<file path="src/rtl/cop0_pkg.sv">
// Shared definitions for the MIPS coprocessor-0: op codes, register numbers,
// exception codes and the bit layout of Status/Cause.
package cop0_pkg;

  typedef enum logic [3:0] {
    COP_NOP     = 4'd0,
    COP_SYSCALL = 4'd1,
    COP_BREAK   = 4'd2,
    COP_ERET    = 4'd3
  } cop_op_e;

  localparam logic [4:0] REG_BADVADDR = 5'd8;
  localparam logic [4:0] REG_COUNT    = 5'd9;
  localparam logic [4:0] REG_COMPARE  = 5'd11;
  localparam logic [4:0] REG_STATUS   = 5'd12;
  localparam logic [4:0] REG_CAUSE    = 5'd13;
  localparam logic [4:0] REG_EPC      = 5'd14;
  localparam logic [4:0] REG_PRID     = 5'd15;

  localparam logic [4:0] EXC_INT = 5'd0;
  localparam logic [4:0] EXC_SYS = 5'd8;
  localparam logic [4:0] EXC_BP  = 5'd9;

  localparam int STATUS_IE    = 0;
  localparam int STATUS_EXL   = 1;
  localparam int STATUS_IM_LO = 8;
  localparam int CAUSE_EXC_LO = 2;
  localparam int CAUSE_IP_LO  = 8;
  localparam int CAUSE_BD     = 31;

  function automatic logic [31:0] pack_status(input logic ie, input logic exl,
                                              input logic [7:0] im);
    logic [31:0] r;
    r = '0;
    r[STATUS_IE] = ie;
    r[STATUS_EXL] = exl;
    r[STATUS_IM_LO +: 8] = im;
    return r;
  endfunction

  // Branch-delay slots are never reported, so BD is forced low.
  function automatic logic [31:0] pack_cause(input logic [7:0] ip,
                                             input logic [4:0] exc_code);
    logic [31:0] r;
    r = '0;
    r[CAUSE_IP_LO +: 8] = ip;
    r[CAUSE_EXC_LO +: 5] = exc_code;
    r[CAUSE_BD] = 1'b0;
    return r;
  endfunction

endpackage

</file>
<file path="src/rtl/cop0_timer.sv">
// Count/Compare pair with the sticky timer-interrupt flag.
module cop0_timer
  import cop0_pkg::*;
(
  input  logic        clk,
  input  logic        rst,
  input  logic        wr_count_i,
  input  logic        wr_compare_i,
  input  logic [31:0] wr_data_i,
  output logic [31:0] count_o,
  output logic [31:0] compare_o,
  output logic        timer_o
);

  logic [31:0] count_q, count_d;
  logic [31:0] compare_q, compare_d;
  logic        timer_q, timer_d;

  // A Compare of zero is treated as "timer disarmed"; rewriting Compare acks the flag.
  always_comb begin
    count_d   = wr_count_i ? wr_data_i : count_q + 32'd1;
    compare_d = wr_compare_i ? wr_data_i : compare_q;
    timer_d   = timer_q | ((count_q == compare_q) && (compare_q != 32'd0));
    if (wr_compare_i) timer_d = 1'b0;
  end

  always_ff @(posedge clk or posedge rst) begin
    if (rst) begin
      count_q   <= '0;
      compare_q <= '0;
      timer_q   <= 1'b0;
    end else begin
      count_q   <= count_d;
      compare_q <= compare_d;
      timer_q   <= timer_d;
    end
  end

  assign count_o   = count_q;
  assign compare_o = compare_q;
  assign timer_o   = timer_q;

endmodule

</file>
<file path="src/rtl/cop0_unit.sv">
// MIPS coprocessor-0: system registers, MFC0/MTC0, SYSCALL/BREAK/ERET and
// interrupt entry, plus the redirect address for the PC unit.
module cop0_unit
  import cop0_pkg::*;
#(
  parameter logic [31:0] EXC_VECTOR = 32'h0000_0180,
  parameter logic [31:0] PRID_VALUE = 32'h0001_8000
) (
  input  logic        clk,
  input  logic        rst,
  input  logic [4:0]  reg_num,
  input  logic [2:0]  reg_sel,
  input  logic [31:0] in_data,
  input  logic [31:0] next_pc,
  input  logic        reg_wr,
  input  logic        reg_rd,
  input  logic [3:0]  cop_op,
  input  logic [19:0] code,
  input  logic [5:0]  hard_int,
  output logic [31:0] out_data,
  output logic        exc_req
);

  logic        ie_q, ie_d;
  logic        exl_q, exl_d;
  logic [7:0]  im_q, im_d;
  logic [7:0]  ip_q, ip_d;
  logic [4:0]  exc_code_q, exc_code_d;
  logic [31:0] epc_q, epc_d;

  logic [31:0] count, compare;
  logic        timer;
  logic        wr_sel0, wr_count, wr_compare, wr_status, wr_cause, wr_epc;
  logic        is_sys, is_brk, is_eret, pending;
  logic [31:0] rd_data;
  logic        unused_code;

  assign unused_code = ^code;

  assign wr_sel0    = reg_wr && (reg_sel == 3'd0);
  assign wr_count   = wr_sel0 && (reg_num == REG_COUNT);
  assign wr_compare = wr_sel0 && (reg_num == REG_COMPARE);
  assign wr_status  = wr_sel0 && (reg_num == REG_STATUS);
  assign wr_cause   = wr_sel0 && (reg_num == REG_CAUSE);
  assign wr_epc     = wr_sel0 && (reg_num == REG_EPC);

  assign is_sys  = (cop_op == COP_SYSCALL);
  assign is_brk  = (cop_op == COP_BREAK);
  assign is_eret = (cop_op == COP_ERET);

  assign pending = ie_q && !exl_q && |(ip_q & im_q);
  assign exc_req = pending && !(is_sys || is_brk || is_eret);

  cop0_timer u_timer (
    .clk          (clk),
    .rst          (rst),
    .wr_count_i   (wr_count),
    .wr_compare_i (wr_compare),
    .wr_data_i    (in_data),
    .count_o      (count),
    .compare_o    (compare),
    .timer_o      (timer)
  );

  // MTC0 is applied first so exception entry/exit can override EPC, EXL and ExcCode.
  always_comb begin
    ie_d       = ie_q;
    exl_d      = exl_q;
    im_d       = im_q;
    ip_d       = {hard_int | {timer, 5'b0}, ip_q[1:0]};
    exc_code_d = exc_code_q;
    epc_d      = epc_q;
    if (wr_status) begin
      ie_d  = in_data[STATUS_IE];
      exl_d = in_data[STATUS_EXL];
      im_d  = in_data[STATUS_IM_LO +: 8];
    end
    if (wr_cause) ip_d[1:0] = in_data[CAUSE_IP_LO +: 2];
    if (wr_epc) epc_d = in_data;
    if (is_sys || is_brk) begin
      epc_d      = next_pc - 32'd4;
      exc_code_d = is_sys ? EXC_SYS : EXC_BP;
      exl_d      = 1'b1;
    end else if (is_eret) begin
      exl_d = 1'b0;
    end else if (exc_req) begin
      epc_d      = next_pc;
      exc_code_d = EXC_INT;
      exl_d      = 1'b1;
    end
  end

  always_ff @(posedge clk or posedge rst) begin
    if (rst) begin
      ie_q       <= 1'b0;
      exl_q      <= 1'b0;
      im_q       <= '0;
      ip_q       <= '0;
      exc_code_q <= '0;
      epc_q      <= '0;
    end else begin
      ie_q       <= ie_d;
      exl_q      <= exl_d;
      im_q       <= im_d;
      ip_q       <= ip_d;
      exc_code_q <= exc_code_d;
      epc_q      <= epc_d;
    end
  end

  always_comb begin
    rd_data = '0;
    if (reg_sel == 3'd0) begin
      case (reg_num)
        REG_BADVADDR: rd_data = '0;
        REG_COUNT:    rd_data = count;
        REG_COMPARE:  rd_data = compare;
        REG_STATUS:   rd_data = pack_status(ie_q, exl_q, im_q);
        REG_CAUSE:    rd_data = pack_cause(ip_q, exc_code_q);
        REG_EPC:      rd_data = epc_q;
        REG_PRID:     rd_data = PRID_VALUE;
        default:      rd_data = '0;
      endcase
    end
  end

  always_comb begin
    out_data = '0;
    if (is_sys || is_brk)  out_data = EXC_VECTOR;
    else if (is_eret)      out_data = epc_q;
    else if (exc_req)      out_data = EXC_VECTOR;
    else if (reg_rd)       out_data = rd_data;
  end

endmodule

</file>
<file path="config.mk">
export PLATFORM = sky130hd
export DESIGN_NAME = cop0_unit
export DESIGN_NICKNAME = d
export VERILOG_FILES = /design/src/rtl/cop0_pkg.sv /design/src/rtl/cop0_timer.sv /design/src/rtl/cop0_unit.sv
export SDC_FILE = /design/constraint.sdc
export NUM_CORES = 1
export LEC_CHECK = 0
export ABC_AREA = 0
export ABC_CLOCK_PERIOD_IN_PS = 13850
export CAP_MARGIN = 5
export CORE_MARGIN = 2
export CORE_UTILIZATION = 38
export CTS_BUF_LIST = sky130_fd_sc_hd__clkbuf_16
export CTS_CLUSTER_SIZE = 12
export DETAILED_ROUTE_END_ITERATION = 7
export PLACE_DENSITY = 0.64
export SETUP_SLACK_MARGIN = 0.3
export SLEW_MARGIN = 20
export SYNTH_ARGS = -nofsm -noshare
export SYNTH_HDL_FRONTEND = slang
export SYNTH_SLANG_ARGS = --single-unit
export TNS_END_PERCENT = 1
</file>
<file path="constraint.sdc">
create_clock -name clk -period 13.85 [get_ports clk]
set_clock_uncertainty 0.05 [all_clocks]
set_input_delay 4.155 -clock clk [delete_from_list [all_inputs] [get_ports clk]]
set_output_delay 4.155 -clock clk [all_outputs]
set_load 0.02 [all_outputs]
</file>
==> metrics.md <==
| Metric | Value |
|---|---|
| Status | `complete, no violations` |
| Met1 Track Usage GR | `35.6%` |
| Wire per inst | `approximately 21 um` |
| Syn. warnings | `0` |
| Inserted Diodes | `0` |
| Growth of design area from synthesis to finish | `27.9%` |
| First-pass DRT Iterations | `5` |
| Total number of vias | `6656` |
| Post-detailed-route count of antenna-violating nets | `0` |
| Initial antenna violation count | `0` |
| Die Area | `0.0198 sq mm` |
| Post-synth cell types | `56` |
| Clk sink count | `117` |
| Most used routing layer | `met1` |
| Routed wire length | `23500 um` |
| CP max-delay cell | `clkdlybuf4s50_1` |
| Number of fill cells | `about 1800` |
| Share of layout cells above drive strength 1 | `11.8%` |
| Endpoints failing setup | `0` |
| Post CTS Setup Buffer Count | `0` |
| CTS tree | `yes` |
| Final Hold Vio Count | `0` |
| Worst Setup End Kind | `output port` |
| Fmax | `about 87 MHz` |
| Clk buf depth | `2` |
| Minimum clock period after layout | `approximately 11 ns` |
| Syn nets | `882` |
| # port buffers | `118` |
| Vias in the first global route | `6384` |
| Total global-route track usage | `24.3%` |
| RSZ-0062 raised after global routing | `no` |
| Crit Path Category | `in2out` |
| Nets | `983` |
| Primary flip-flop cell chosen by synthesis mapping | `dfrtp_1` |
| Peak supply drop | `0.0000831 V` |
| DR iter-0 viols | `about 630` |
| Hold Crit Class | `reg2reg` |
| Critical path required time | `between 9 and 10 ns` |
| HPWL after DPL | `17300 um` |
| Netlist Area Pre-Place | `between 0.007 and 0.008 sq mm` |
| Cts bufs inserted | `17` |
| First-pass GRT wire length | `between 30000 and 40000 um` |
| Post_cts resized | `0` |
| Worst slew margin | `27.7%` |
| MaxCap Viol Count | `0` |
| Slew @ Worst Pin | `1.08 ns` |
| CP arrival | `~7.3 ns` |
| Worst Setup Start Kind | `input port` |
| DRC errors left | `0` |
| Met2 Usage GRT | `35.4%` |
| Ordered cell list for the critical path | `clkdlybuf4s50_1 > nor3_1 > nand3_1 > nand2b_1 > buf_4 > o21ai_2 > buf_4 > o2bb2ai_1 > clkdlybuf4s50_1` |
| Sequential-to-total area share from yosys stat | `41.2%` |
| Largest net degree at the start of global routing | `73` |
| CTS HTree Levels | `4` |
| Drt via density | `5.93` |
| Pwr/cell area | `between 100 and 150 mW/mm^2` |
| Post-synth ARST share | `100%` |
| Mean post-synth cell area | `9.18 sq um` |
| Gate Count Post-Synth | `774` |
| Leakage | `3.60 nW` |
| Critical Path Max Stage Delay | `around 0.67 ns` |
| CTS root buf | `clkbuf_16` |
| #FFs+latches synth | `roughly 120` |
| Setup TNS | `0 ns` |
| Design Power | `~1.1 mW` |
| Number of synthesized flops with an enable pin | `0` |
| Final Cycle Share | `82.8%` |
| # hold bufs at CTS | `0` |
| I/O pin total | `139` |
| Die width | `~140 um` |
| Total gr overflow | `0` |
| Worst-Skew Late Latency | `0.42 ns` |
| Row cnt | `50` |
| GPL Wtd Cong | `0.861` |
| Placeable Area | `around 0.019 sq mm` |
| GR Util met3 | `4.28%` |
| Worst-path clk slew | `0.06 ns` |
| Critical path fanouts, max | `29` |
| Starting Density | `around two fifths` |
| Slew Limit Fails | `0` |
| Die Ht | `141 um` |
## worst paths after layout
path / startpoint / endpoint / slack, ns / cells past startpoint
worst max-delay path: reg_sel[1] / out_data[1] / 2.39 / 9
worst max register to register: ip_q[6] / epc_q[16] / 11.07 / 9
min in group asynchronous: rst / u_timer.count_o[25] / 4.23 / 2
max in group asynchronous: rst / epc_q[12] / 8.37 / 3
worst min register to register: u_timer.timer_o / ip_q[7] / 0.41 / 1
worst min-delay path: u_timer.timer_o / ip_q[7] / 0.41 / 1
## stage by stage
stage | utilization [%] | area, sq um | std cells | setup slack (ns) | hold WS [ns]
floorplan | - | 7100 | 774 | 3.72 | 0.390
global placement | 45.9 | 8500 | 1090 | 2.34 | 0.406
detailed placement | 45.9 | 8500 | 1090 | 2.36 | 0.413
CTS | 49.0 | 9070 | 1122 | 2.36 | 0.421
global route | 49.1 | 9080 | 1122 | 2.11 | 0.452
finish | 49.1 | 9080 | 1122 | 2.39 | 0.415
## cell usage after synthesis (all sizes together), types with 9 or more instances
library cell  count  area (sq um)
xnor2            11          96.3
nor4             26           163
nand3            20           100
dfrtp           117          2930
xor2             52           455
a222oi           11           110
a22oi            23           173
o21ai            20           100
a311oi           21           184
nand2            85           319
and3             24           150
mux2             47           529
nor2             66           250
clkbuf           35           133
a21oi            62           310
inv               9          33.8
buf              11          51.3
nor3             20           100
o2bb2ai          22           193
mux2i             9          90.1
## cells in the final DEF (no fill, tap or decap), drive strengths merged, types with 6 or more instances in the layout
cell type | Yosys | routed
xor2 | 52 | 52
nand3 | 20 | 20
or3 | 6 | 6
mux2 | 47 | 47
nand2b | 6 | 6
nand2 | 85 | 85
a22oi | 23 | 23
clkdlybuf4s50 | 0 | 118
clkinv | 1 | 10
a311oi | 21 | 21
a222oi | 11 | 11
and3 | 24 | 24
o2bb2ai | 22 | 22
o21ai | 20 | 20
nor3 | 20 | 20
mux2i | 9 | 9
a21o | 7 | 7
nor2 | 66 | 66
buf | 11 | 10
nand4 | 8 | 8
xnor2 | 11 | 11
a21oi | 62 | 62
inv | 9 | 11
clkbuf | 35 | 17
nor4 | 26 | 26
dfrtp | 117 | 117
## power by group
group	internal [mW]	switching, mW	total [mW]
Clock	0.277	0.158	0.434
Sequential	0.387	0.0516	0.438
Combinational	0.0925	0.0930	0.186
## flip-flops by register name (all words and copies together) (netlist names)
signal and cells:
epc_q 32, u_timer.compare_o 32, u_timer.count_o 32, im_q 8, ip_q 8, exc_code_q 2
exl_q 1, ie_q 1, u_timer.timer_o 1
## final cells by class
type / count / area (sq um) / area share (%)
Multi-Input combinational cell: 601 / 4000 / 44.0
Sequential cell: 117 / 2930 / 32.2
Timing Repair Buffer: 128 / 1260 / 13.8
Clock buffer: 17 / 425 / 4.68
Tap cell: 234 / 293 / 3.22
Clock inverter: 15 / 146 / 1.61
Inverter: 10 / 40.0 / 0.441
## cell families (layout without fill, tap and decap cells)
kind of cell	Yosys count	in the layout	synth area share, %
buffers and inverters	56	170	3.12
AND/OR/NAND/NOR	285	285	19.6
AO/OA/AOI/OAI	195	195	19.2
XOR/XNOR	63	63	7.77
flip-flops	117	117	41.2
multiplexers	56	56	8.72
adder cells (fa/ha/maj)	2	2	0.352
## per-layer routing
layer | vias up | share of wire, %
li1 | 3092 | -
met5 | - | 0
met2 | 276 | 44
met1 | 3238 | 47
met4 | 0 | 3.1
met3 | 50 | 5.7
## worst max-delay path, delay by kind of cell
family,cells,cell delay (ns)
AND/OR/NAND/NOR,3,1.06
buffers and inverters,4,1.67
AO/OA/AOI/OAI,2,0.35
Note: power is estimated with default switching activity, not from simulation.
